$ cat src/rtl/pinwheel_operand_fetch_if.sv
// ============================================================================
//  Module      : pinwheel_operand_fetch_if
//  Description : Bundles the signals of the pinwheel operand-fetch stage:
//                the decode-side request handshake, the regfile read ports,
//                the regfile write-port snoop and the execute-side operand
//                handshake.
//                  in_valid/in_ready/in_hart/in_rs1/in_rs2/in_tag : request
//                  raddr0/raddr1, rdata0/rdata1                    : RAM reads
//                  wb_wren/wb_waddr/wb_wdata                       : write snoop
//                  out_valid/out_ready/out_hart/out_tag/
//                  out_rs1_data/out_rs2_data                       : operands
//                slave  = view of the operand-fetch block itself
//                master = view of its surroundings (decode, regfile, execute)
//  Revision    : 1.0  initial release
// ============================================================================
`default_nettype none

interface pinwheel_operand_fetch_if #(
  parameter int TAG_WIDTH = 32,
  parameter int HART_BITS = 2
);
  // Request from decode
  logic                 in_valid;
  logic                 in_ready;
  logic [HART_BITS-1:0] in_hart;
  logic [4:0]           in_rs1;
  logic [4:0]           in_rs2;
  logic [TAG_WIDTH-1:0] in_tag;

  // Regfile read ports (registered RAM, 1-cycle latency)
  logic [7:0]           raddr0;
  logic [7:0]           raddr1;
  logic [31:0]          rdata0;
  logic [31:0]          rdata1;

  // Regfile write port snoop
  logic                 wb_wren;
  logic [7:0]           wb_waddr;
  logic [31:0]          wb_wdata;

  // Operands to execute
  logic                 out_valid;
  logic                 out_ready;
  logic [HART_BITS-1:0] out_hart;
  logic [TAG_WIDTH-1:0] out_tag;
  logic [31:0]          out_rs1_data;
  logic [31:0]          out_rs2_data;

  modport slave (
    input  in_valid, in_hart, in_rs1, in_rs2, in_tag,
    output in_ready,
    output raddr0, raddr1,
    input  rdata0, rdata1,
    input  wb_wren, wb_waddr, wb_wdata,
    output out_valid, out_hart, out_tag, out_rs1_data, out_rs2_data,
    input  out_ready
  );

  modport master (
    output in_valid, in_hart, in_rs1, in_rs2, in_tag,
    input  in_ready,
    input  raddr0, raddr1,
    output rdata0, rdata1,
    output wb_wren, wb_waddr, wb_wdata,
    input  out_valid, out_hart, out_tag, out_rs1_data, out_rs2_data,
    output out_ready
  );
endinterface

`default_nettype wire

$ cat src/rtl/pinwheel_operand_fetch.sv
// ============================================================================
//  Module      : pinwheel_operand_fetch
//  Description : Register-read stage between decode and execute. Issues reads
//                to a registered block-RAM regfile, then returns hazard-free
//                operands through a valid/ready output. Regfile writes are
//                snooped so operands in flight or held in the output register
//                always reflect every write made before they are consumed.
//  Ports       : clk  - clock, all state on posedge
//                rst  - synchronous reset, active-high
//                bus  - pinwheel_operand_fetch_if.slave
//                       request in, RAM read addr/data, write snoop,
//                       operands out
//  Parameters  : TAG_WIDTH - width of the opaque payload carried alongside
//                HART_BITS - hart index width (HART_BITS + 5 <= 8)
//  Revision    : 1.0  initial release
// ============================================================================
`default_nettype none

module pinwheel_operand_fetch #(
  parameter int TAG_WIDTH = 32,
  parameter int HART_BITS = 2
) (
  input  wire logic               clk,
  input  wire logic               rst,
  pinwheel_operand_fetch_if.slave bus
);

  localparam int REG_BITS  = 5;
  localparam int ADDR_BITS = 8;
  localparam int NUM_OPND  = 2;

  // Regfile address = {zero pad, hart, reg}
  function automatic logic [ADDR_BITS-1:0] reg_addr(
    input logic [HART_BITS-1:0] hart,
    input logic [REG_BITS-1:0]  rs
  );
    logic [ADDR_BITS-1:0] a;
    a = '0;
    a[HART_BITS+REG_BITS-1:0] = {hart, rs};
    return a;
  endfunction

  // --------------------------------------------------------------------------
  // State
  // --------------------------------------------------------------------------
  // S1: read in flight in the RAM
  logic                 s1_valid;
  logic [HART_BITS-1:0] s1_hart;
  logic [TAG_WIDTH-1:0] s1_tag;
  logic [REG_BITS-1:0]  s1_rs    [NUM_OPND];
  logic                 byp_hit  [NUM_OPND];
  logic [31:0]          byp_data [NUM_OPND];

  // OUT: operand register presented to execute
  logic                 out_valid;
  logic [HART_BITS-1:0] out_hart;
  logic [TAG_WIDTH-1:0] out_tag;
  logic [REG_BITS-1:0]  out_rs   [NUM_OPND];
  logic [31:0]          out_data [NUM_OPND];

  // Last issued read address, replayed while the stage sits idle
  logic [ADDR_BITS-1:0] raddr_last [NUM_OPND];

  // --------------------------------------------------------------------------
  // Handshake
  // --------------------------------------------------------------------------
  logic adv;
  logic in_ready;
  logic accept;
  logic s1_move;

  assign adv      = !out_valid || bus.out_ready;
  assign in_ready = !s1_valid || adv;
  assign accept   = bus.in_valid && in_ready;
  assign s1_move  = s1_valid && adv;

  // A RAM read is issued for the S1 occupant (new or stalled) this cycle
  logic read_cycle;
  assign read_cycle = accept || s1_valid;

  // --------------------------------------------------------------------------
  // Per-operand address and data selection
  // --------------------------------------------------------------------------
  logic [REG_BITS-1:0]  in_rs      [NUM_OPND];
  logic [31:0]          rdata      [NUM_OPND];
  logic [ADDR_BITS-1:0] raddr      [NUM_OPND];
  logic [ADDR_BITS-1:0] s1_addr    [NUM_OPND];
  logic [ADDR_BITS-1:0] out_addr   [NUM_OPND];
  logic                 wb_hit_rd  [NUM_OPND];
  logic                 wb_hit_s1  [NUM_OPND];
  logic                 wb_hit_out [NUM_OPND];
  logic [31:0]          load_data  [NUM_OPND];

  assign in_rs[0] = bus.in_rs1;
  assign in_rs[1] = bus.in_rs2;
  assign rdata[0] = bus.rdata0;
  assign rdata[1] = bus.rdata1;

  generate
    for (genvar i = 0; i < NUM_OPND; i++) begin : g_opnd
      assign s1_addr[i]  = reg_addr(s1_hart, s1_rs[i]);
      assign out_addr[i] = reg_addr(out_hart, out_rs[i]);

      // A stalled S1 keeps re-reading its own address so rdata stays current
      assign raddr[i] = accept   ? reg_addr(bus.in_hart, in_rs[i]) :
                        s1_valid ? s1_addr[i] :
                                   raddr_last[i];

      // The RAM returns old data on a same-address write; remember it
      assign wb_hit_rd[i]  = bus.wb_wren && (bus.wb_waddr == raddr[i]);
      assign wb_hit_s1[i]  = bus.wb_wren && (bus.wb_waddr == s1_addr[i]);
      assign wb_hit_out[i] = bus.wb_wren && (bus.wb_waddr == out_addr[i]);

      // Newest source wins: write this cycle, then write during the read,
      // then the RAM data. x0 always reads as zero.
      assign load_data[i] = (s1_rs[i] == '0) ? 32'h0        :
                            wb_hit_s1[i]     ? bus.wb_wdata :
                            byp_hit[i]       ? byp_data[i]  :
                                               rdata[i];
    end
  endgenerate

  // --------------------------------------------------------------------------
  // Sequential state
  // --------------------------------------------------------------------------
  always_ff @(posedge clk) begin
    if (rst) begin
      s1_valid  <= 1'b0;
      s1_hart   <= '0;
      s1_tag    <= '0;
      out_valid <= 1'b0;
      out_hart  <= '0;
      out_tag   <= '0;
      for (int i = 0; i < NUM_OPND; i++) begin
        s1_rs[i]      <= '0;
        byp_hit[i]    <= 1'b0;
        byp_data[i]   <= '0;
        out_rs[i]     <= '0;
        out_data[i]   <= '0;
        raddr_last[i] <= '0;
      end
    end else begin
      // S1 occupancy
      if (accept) begin
        s1_valid <= 1'b1;
        s1_hart  <= bus.in_hart;
        s1_tag   <= bus.in_tag;
        for (int i = 0; i < NUM_OPND; i++) begin
          s1_rs[i] <= in_rs[i];
        end
      end else if (s1_move) begin
        s1_valid <= 1'b0;
      end

      for (int i = 0; i < NUM_OPND; i++) begin
        raddr_last[i] <= raddr[i];
        if (read_cycle) begin
          byp_hit[i]  <= wb_hit_rd[i];
          byp_data[i] <= bus.wb_wdata;
        end
      end

      // OUT register
      if (s1_move) begin
        out_valid <= 1'b1;
        out_hart  <= s1_hart;
        out_tag   <= s1_tag;
        for (int i = 0; i < NUM_OPND; i++) begin
          out_rs[i]   <= s1_rs[i];
          out_data[i] <= load_data[i];
        end
      end else begin
        if (bus.out_ready) begin
          out_valid <= 1'b0;
        end
        // Held operands track writes until they are consumed
        for (int i = 0; i < NUM_OPND; i++) begin
          if (out_valid && (out_rs[i] != '0) && wb_hit_out[i]) begin
            out_data[i] <= bus.wb_wdata;
          end
        end
      end
    end
  end

  // --------------------------------------------------------------------------
  // Outputs
  // --------------------------------------------------------------------------
  assign bus.in_ready     = in_ready;
  assign bus.raddr0       = raddr[0];
  assign bus.raddr1       = raddr[1];
  assign bus.out_valid    = out_valid;
  assign bus.out_hart     = out_hart;
  assign bus.out_tag      = out_tag;
  assign bus.out_rs1_data = out_data[0];
  assign bus.out_rs2_data = out_data[1];

endmodule

`default_nettype wire

$ cat src/flat_wrapper.sv
// flat-port wrapper written by rule: the top's interface ports become plain ports
module pinwheel_operand_fetch_flat 
#(
  parameter int TAG_WIDTH = 32,
  parameter int HART_BITS = 2
)
  (clk, rst, bus_in_valid, bus_in_hart, bus_in_rs1, bus_in_rs2, bus_in_tag, bus_in_ready, bus_raddr0, bus_raddr1, bus_rdata0, bus_rdata1, bus_wb_wren, bus_wb_waddr, bus_wb_wdata, bus_out_valid, bus_out_hart, bus_out_tag, bus_out_rs1_data, bus_out_rs2_data, bus_out_ready);
  pinwheel_operand_fetch_if #(.TAG_WIDTH(TAG_WIDTH), .HART_BITS(HART_BITS)) bus_i ();
  input  wire logic clk;
  input  wire logic rst;
  input wire logic [$bits(bus_i.in_valid)-1:0] bus_in_valid;
  input wire logic [$bits(bus_i.in_hart)-1:0] bus_in_hart;
  input wire logic [$bits(bus_i.in_rs1)-1:0] bus_in_rs1;
  input wire logic [$bits(bus_i.in_rs2)-1:0] bus_in_rs2;
  input wire logic [$bits(bus_i.in_tag)-1:0] bus_in_tag;
  output wire logic [$bits(bus_i.in_ready)-1:0] bus_in_ready;
  output wire logic [$bits(bus_i.raddr0)-1:0] bus_raddr0;
  output wire logic [$bits(bus_i.raddr1)-1:0] bus_raddr1;
  input wire logic [$bits(bus_i.rdata0)-1:0] bus_rdata0;
  input wire logic [$bits(bus_i.rdata1)-1:0] bus_rdata1;
  input wire logic [$bits(bus_i.wb_wren)-1:0] bus_wb_wren;
  input wire logic [$bits(bus_i.wb_waddr)-1:0] bus_wb_waddr;
  input wire logic [$bits(bus_i.wb_wdata)-1:0] bus_wb_wdata;
  output wire logic [$bits(bus_i.out_valid)-1:0] bus_out_valid;
  output wire logic [$bits(bus_i.out_hart)-1:0] bus_out_hart;
  output wire logic [$bits(bus_i.out_tag)-1:0] bus_out_tag;
  output wire logic [$bits(bus_i.out_rs1_data)-1:0] bus_out_rs1_data;
  output wire logic [$bits(bus_i.out_rs2_data)-1:0] bus_out_rs2_data;
  input wire logic [$bits(bus_i.out_ready)-1:0] bus_out_ready;
  assign bus_i.in_valid = bus_in_valid;
  assign bus_i.in_hart = bus_in_hart;
  assign bus_i.in_rs1 = bus_in_rs1;
  assign bus_i.in_rs2 = bus_in_rs2;
  assign bus_i.in_tag = bus_in_tag;
  assign bus_in_ready = bus_i.in_ready;
  assign bus_raddr0 = bus_i.raddr0;
  assign bus_raddr1 = bus_i.raddr1;
  assign bus_i.rdata0 = bus_rdata0;
  assign bus_i.rdata1 = bus_rdata1;
  assign bus_i.wb_wren = bus_wb_wren;
  assign bus_i.wb_waddr = bus_wb_waddr;
  assign bus_i.wb_wdata = bus_wb_wdata;
  assign bus_out_valid = bus_i.out_valid;
  assign bus_out_hart = bus_i.out_hart;
  assign bus_out_tag = bus_i.out_tag;
  assign bus_out_rs1_data = bus_i.out_rs1_data;
  assign bus_out_rs2_data = bus_i.out_rs2_data;
  assign bus_i.out_ready = bus_out_ready;
  pinwheel_operand_fetch #(.TAG_WIDTH(TAG_WIDTH), .HART_BITS(HART_BITS)) u_core (.clk(clk), .rst(rst), .bus(bus_i));
endmodule
$ cat config.mk
export PLATFORM = sky130hd
export DESIGN_NAME = pinwheel_operand_fetch_flat
export DESIGN_NICKNAME = d
export VERILOG_FILES = /design/src/rtl/pinwheel_operand_fetch_if.sv /design/src/rtl/pinwheel_operand_fetch.sv /design/src/flat_wrapper.sv
export SDC_FILE = /design/constraint.sdc
export NUM_CORES = 1
export LEC_CHECK = 0
export CAP_MARGIN = 15
export CELL_PAD_IN_SITES_DETAIL_PLACEMENT = 0
export CELL_PAD_IN_SITES_GLOBAL_PLACEMENT = 1
export CORE_MARGIN = 4
export CORE_UTILIZATION = 35
export DETAILED_ROUTE_END_ITERATION = 6
export PLACE_DENSITY = 0.77
export SLEW_MARGIN = 5
export SYNTH_ARGS = -nofsm -noshare
export SYNTH_HDL_FRONTEND = slang
export SYNTH_SLANG_ARGS = --single-unit
$ cat constraint.sdc
create_clock -name clk -period 3.8 [get_ports clk]
set_clock_uncertainty 0.2 [all_clocks]
set_input_delay 0.95 -clock clk [delete_from_list [all_inputs] [get_ports clk]]
set_output_delay 0.95 -clock clk [all_outputs]
set_load 0.02 [all_outputs]
==> summary.md <==
| Metric | Value |
|---|---|
| Worst slack at placement | `-284 ps` |
| Vias per cell | `approximately 5` |
| IO Pins | `269` |
| Fin. Hold Viols | `0` |
| Class of the worst hold path | `flop to flop` |
| P_leak | `slightly above 0.005 uW` |
| Syn_area_per_cell | `between 10 and 15 um^2` |
| P&R area growth vs syn | `42.8%` |
| Layout cells sized above 1 | `approximately 11%` |
| Root Driver | `clkbuf_16` |
| Slew margin rel. | `approximately 34%` |
| Core area | `0.0264 mm^2` |
| Max VDD drop | `about 0.24 mV` |
| Worst path arrival time | `~2600 ps` |
| Critical path fanouts, max | `7` |
| Synth Net Count | `between 1,000 and 1,500` |
| Period minus WS final | `3720 ps` |
| Gpl congestion | `between 0.8 and 0.9` |
| First-pass GRT wire length | `45,000 um` |
| Setup Crit Path Kind | `input pin to output pin` |
| Chip Height | `172 um` |
| GRT Total Usage | `between 10% and 20%` |
| #FFs+latches synth | `between 200 and 250` |
| GRT met1 Usage | `between 20% and 30%` |
| Setup bufs post-CTS | `0` |
| Grt peak-use layer | `met2` |
| Req. time, crit path | `around 2700 ps` |
| Startpoint types | `input pin` |
| HPWL after DPL | `20,700 um` |
| RSZ-0062 raised after global routing | `yes` |
| Die Wd | `around 170 um` |
| Worst path cell trace | `clkdlybuf4s50_1 -> and3b_2 -> buf_4 -> nor2_4 -> nor2_2 -> or2_2 -> buf_2` |
| Fin. max-slew vios | `0` |
| Fin crit share | `just under 100%` |
| M2 GR Usage | `a little under a third` |
| H-tree depth | `1` |
| Fin area | `approximately 0.014 mm^2` |
| DIE AREA | `~0.030 mm^2` |
| Post-synthesis sequential area ratio | `55.6%` |
| Clock buffers created by TritonCTS | `25` |
| Crit-path slowest cell | `clkdlybuf4s50_1` |
| Antenna violations before repair | `1` |
| Initial Utilization | `between 30% and 40%` |
| Highest cell delay on the worst timing path | `approximately 500 ps` |
| Post-Route WL | `about 30,000 um` |
| Post-Syn Instances | `about 900` |
| Grt ovf | `0` |
| Fmax | `269 MHz` |
| Number of nets in the layout | `about 1,300` |
| Max Buffers Root-to-Sink | `3` |
| Vias in the first global route | `~7,700` |
| CTS Sinks | `204` |
| Routed Antenna Nets | `0` |
| Post-synth ARST share | `0%` |
| Largest net degree at the start of global routing | `between 40 and 50` |
| R2R Setup Slk | `between 800 and 900 ps` |
| M3 GR Usage | `5.51%` |
| DRT iter0 DRCs | `~480` |
| Worst setup EP type | `output pin` |
| EDFF count, synth | `about 120` |
| WHS | `approximately 250 ps` |
| Setup violators final | `0` |
| Post-CTS Hold Fix Bufs | `0` |
| Warnings from Yosys | `0` |
| Placed cell area | `roughly 0.013 mm^2` |
| P per Cell Area | `between 400 and 500 mW/mm^2` |
| Clk slew on worst S/H paths | `approximately 50 ps` |
| Outcome | `completed` |
| Setup ws final | `slightly above 80 ps` |
| Fill count | `approximately 2,400` |
| Slew @ Worst Pin | `between 900 and 1000 ps` |
| DR WL/cell | `20.0 um` |
| Max cap viols | `0` |
| Routed vias | `7,753` |
| Synth cell types | `45` |
| TritonCTS clock tree | `done` |
| Num rows | `59` |
| Top FF cell, synth | `edfxtp_1` |
| Mapped cell area | `between 0.009 and 0.01 mm^2` |
| Worst skew pair latency | `approximately 520 ps` |
| Drt first pass iters | `5` |
| Port bufs | `between 200 and 300` |
| Drt drc | `0` |
[metrics by stage]
stage | instances | TNS (ps) | power (uW) | utilization, %
2_1_floorplan | 874 | 0 | 2980 | -
3_3_place_gp | 1464 | -3060 | 3440 | 48.4
3_5_place_dp | 1464 | -3430 | 3450 | 48.4
4_1_cts | 1509 | -1.37 | 5770 | 51.4
5_1_grt | 1509 | -23.5 | 5920 | 51.3
6_report | 1510 | 0 | 5700 | 51.3
[worst max-delay path: cells and delay by family]
kind | cells | cell delay [ps]
buffers and inverters | 3 | 810
and+or+nand+nor | 4 | 800
[worst paths after layout]
path,startpoint,to,cells after the start
setup reg to reg,u_core.out_rs[0][5],u_core.out_data[0][1],5
setup / recovery,bus_out_ready,bus_raddr0[4],7
hold / removal,u_core.s1_tag[7],u_core.s1_tag[7],2
hold reg to reg,u_core.s1_tag[7],u_core.s1_tag[7],2
[flip-flops by register name, indices dropped and copies added (netlist names)]
signal / flops
u_core.byp_hit: 2
u_core.s1_valid: 1
u_core.bus.out_tag: 32
u_core.s1_rs: 10
u_core.s1_tag: 32
u_core.out_data: 64
u_core.s1_hart: 2
u_core.bus.out_hart: 2
u_core.bus.out_valid: 1
u_core.out_rs: 10
u_core.byp_data: 32
u_core.raddr_last: 16
[power by group]
part	total, uW	internal, uW	switching [uW]
Clock	2310	1390	923
Sequential	2550	2480	70.8
Combinational	837	418	419
[final cells by class]
type                       instances  area, um^2  share of cell area, %
sequential                       204        5270                   38.9
multi-input combinational        558        3740                   27.7
timing repair buffer             323        3120                   23.1
clock buffer                      39         769                   5.69
tap                              335         419                   3.10
inverter                          44         168                   1.24
clock inverter                     6        36.3                  0.268
antenna                            1        2.50                 0.0185
[logic make-up (layout without fill, tap and decap cells)]
logic type,Yosys count,count (layout),synth area share (%)
flip-flops,204,204,55.6
other,0,1,0
XOR/XNOR,26,26,2.41
multiplexers,80,80,8.46
AO/OA/AOI/OAI,184,184,12.9
buffers and inverters,112,412,5.37
AND/OR/NAND/NOR,268,268,15.3
[placed cells by master (no fill, tap or decap), types with 5 or more instances in the layout]
cell / n
a21oi_1: 45
a22o_1: 34
and2_1: 59
and3_1: 16
buf_12: 6
buf_4: 49
clkbuf_16: 25
clkbuf_2: 8
clkbuf_8: 8
clkdlybuf4s50_1: 252
dfxtp_1: 86
dlygate4sd2_1: 5
edfxtp_1: 118
inv_1: 42
mux2i_1: 80
nand2_1: 75
nand3_1: 6
nor2_1: 15
nor3_1: 9
o211ai_1: 12
o21ai_0: 9
o21ai_1: 61
or3_1: 64
xnor2_1: 26
[routing by layer]
layer / up-vias / wire length (um)
met2: 316 / 13800
met1: 3701 / 13100
met3: 45 / 2810
met4: 2 / 474
met5: - / 12
li1: 3689 / -
[cells in the mapped netlist (2+ instances only)]
| cell type | count | area, um^2 |
|---|---|---|
| a2111oi_4 | 2 | 55.1 |
| a211o_1 | 2 | 17.5 |
| a211oi_4 | 2 | 40.0 |
| a21oi_1 | 46 | 230 |
| a22o_1 | 34 | 298 |
| a311oi_1 | 2 | 17.5 |
| and2_1 | 59 | 369 |
| and3_1 | 16 | 100 |
| buf_1 | 3 | 11.3 |
| buf_2 | 13 | 65.1 |
| buf_4 | 7 | 52.6 |
| buf_6 | 6 | 67.6 |
| clkbuf_1 | 39 | 146 |
| dfxtp_1 | 86 | 1720 |
| edfxtp_1 | 118 | 3540 |
| inv_1 | 42 | 158 |
| inv_2 | 2 | 7.51 |
| mux2i_1 | 80 | 801 |
| nand2_1 | 75 | 282 |
| nand2b_1 | 6 | 37.5 |
| nand3_1 | 6 | 30.0 |
| nand4_1 | 2 | 12.5 |
| nor2_1 | 17 | 63.8 |
| nor2b_1 | 2 | 12.5 |
| nor3_1 | 11 | 55.1 |
| o211ai_1 | 12 | 90.1 |
| o21a_1 | 3 | 22.5 |
| o21ai_0 | 10 | 50.1 |
| o21ai_1 | 61 | 305 |
| o21ai_2 | 2 | 17.5 |
| o41ai_1 | 2 | 17.5 |
| or2_2 | 4 | 25.0 |
| or3_1 | 64 | 400 |
| or4_1 | 2 | 15.0 |
| xnor2_1 | 26 | 228 |
[what timing repair did]
item                                    in CTS  in global routing
endpoints found under the setup margin      14                 12
resized for setup                           19                 22
pin swaps                                    0                  1
endpoints found under the hold margin        0                  0
Note: power is estimated with default switching activity, not from simulation.
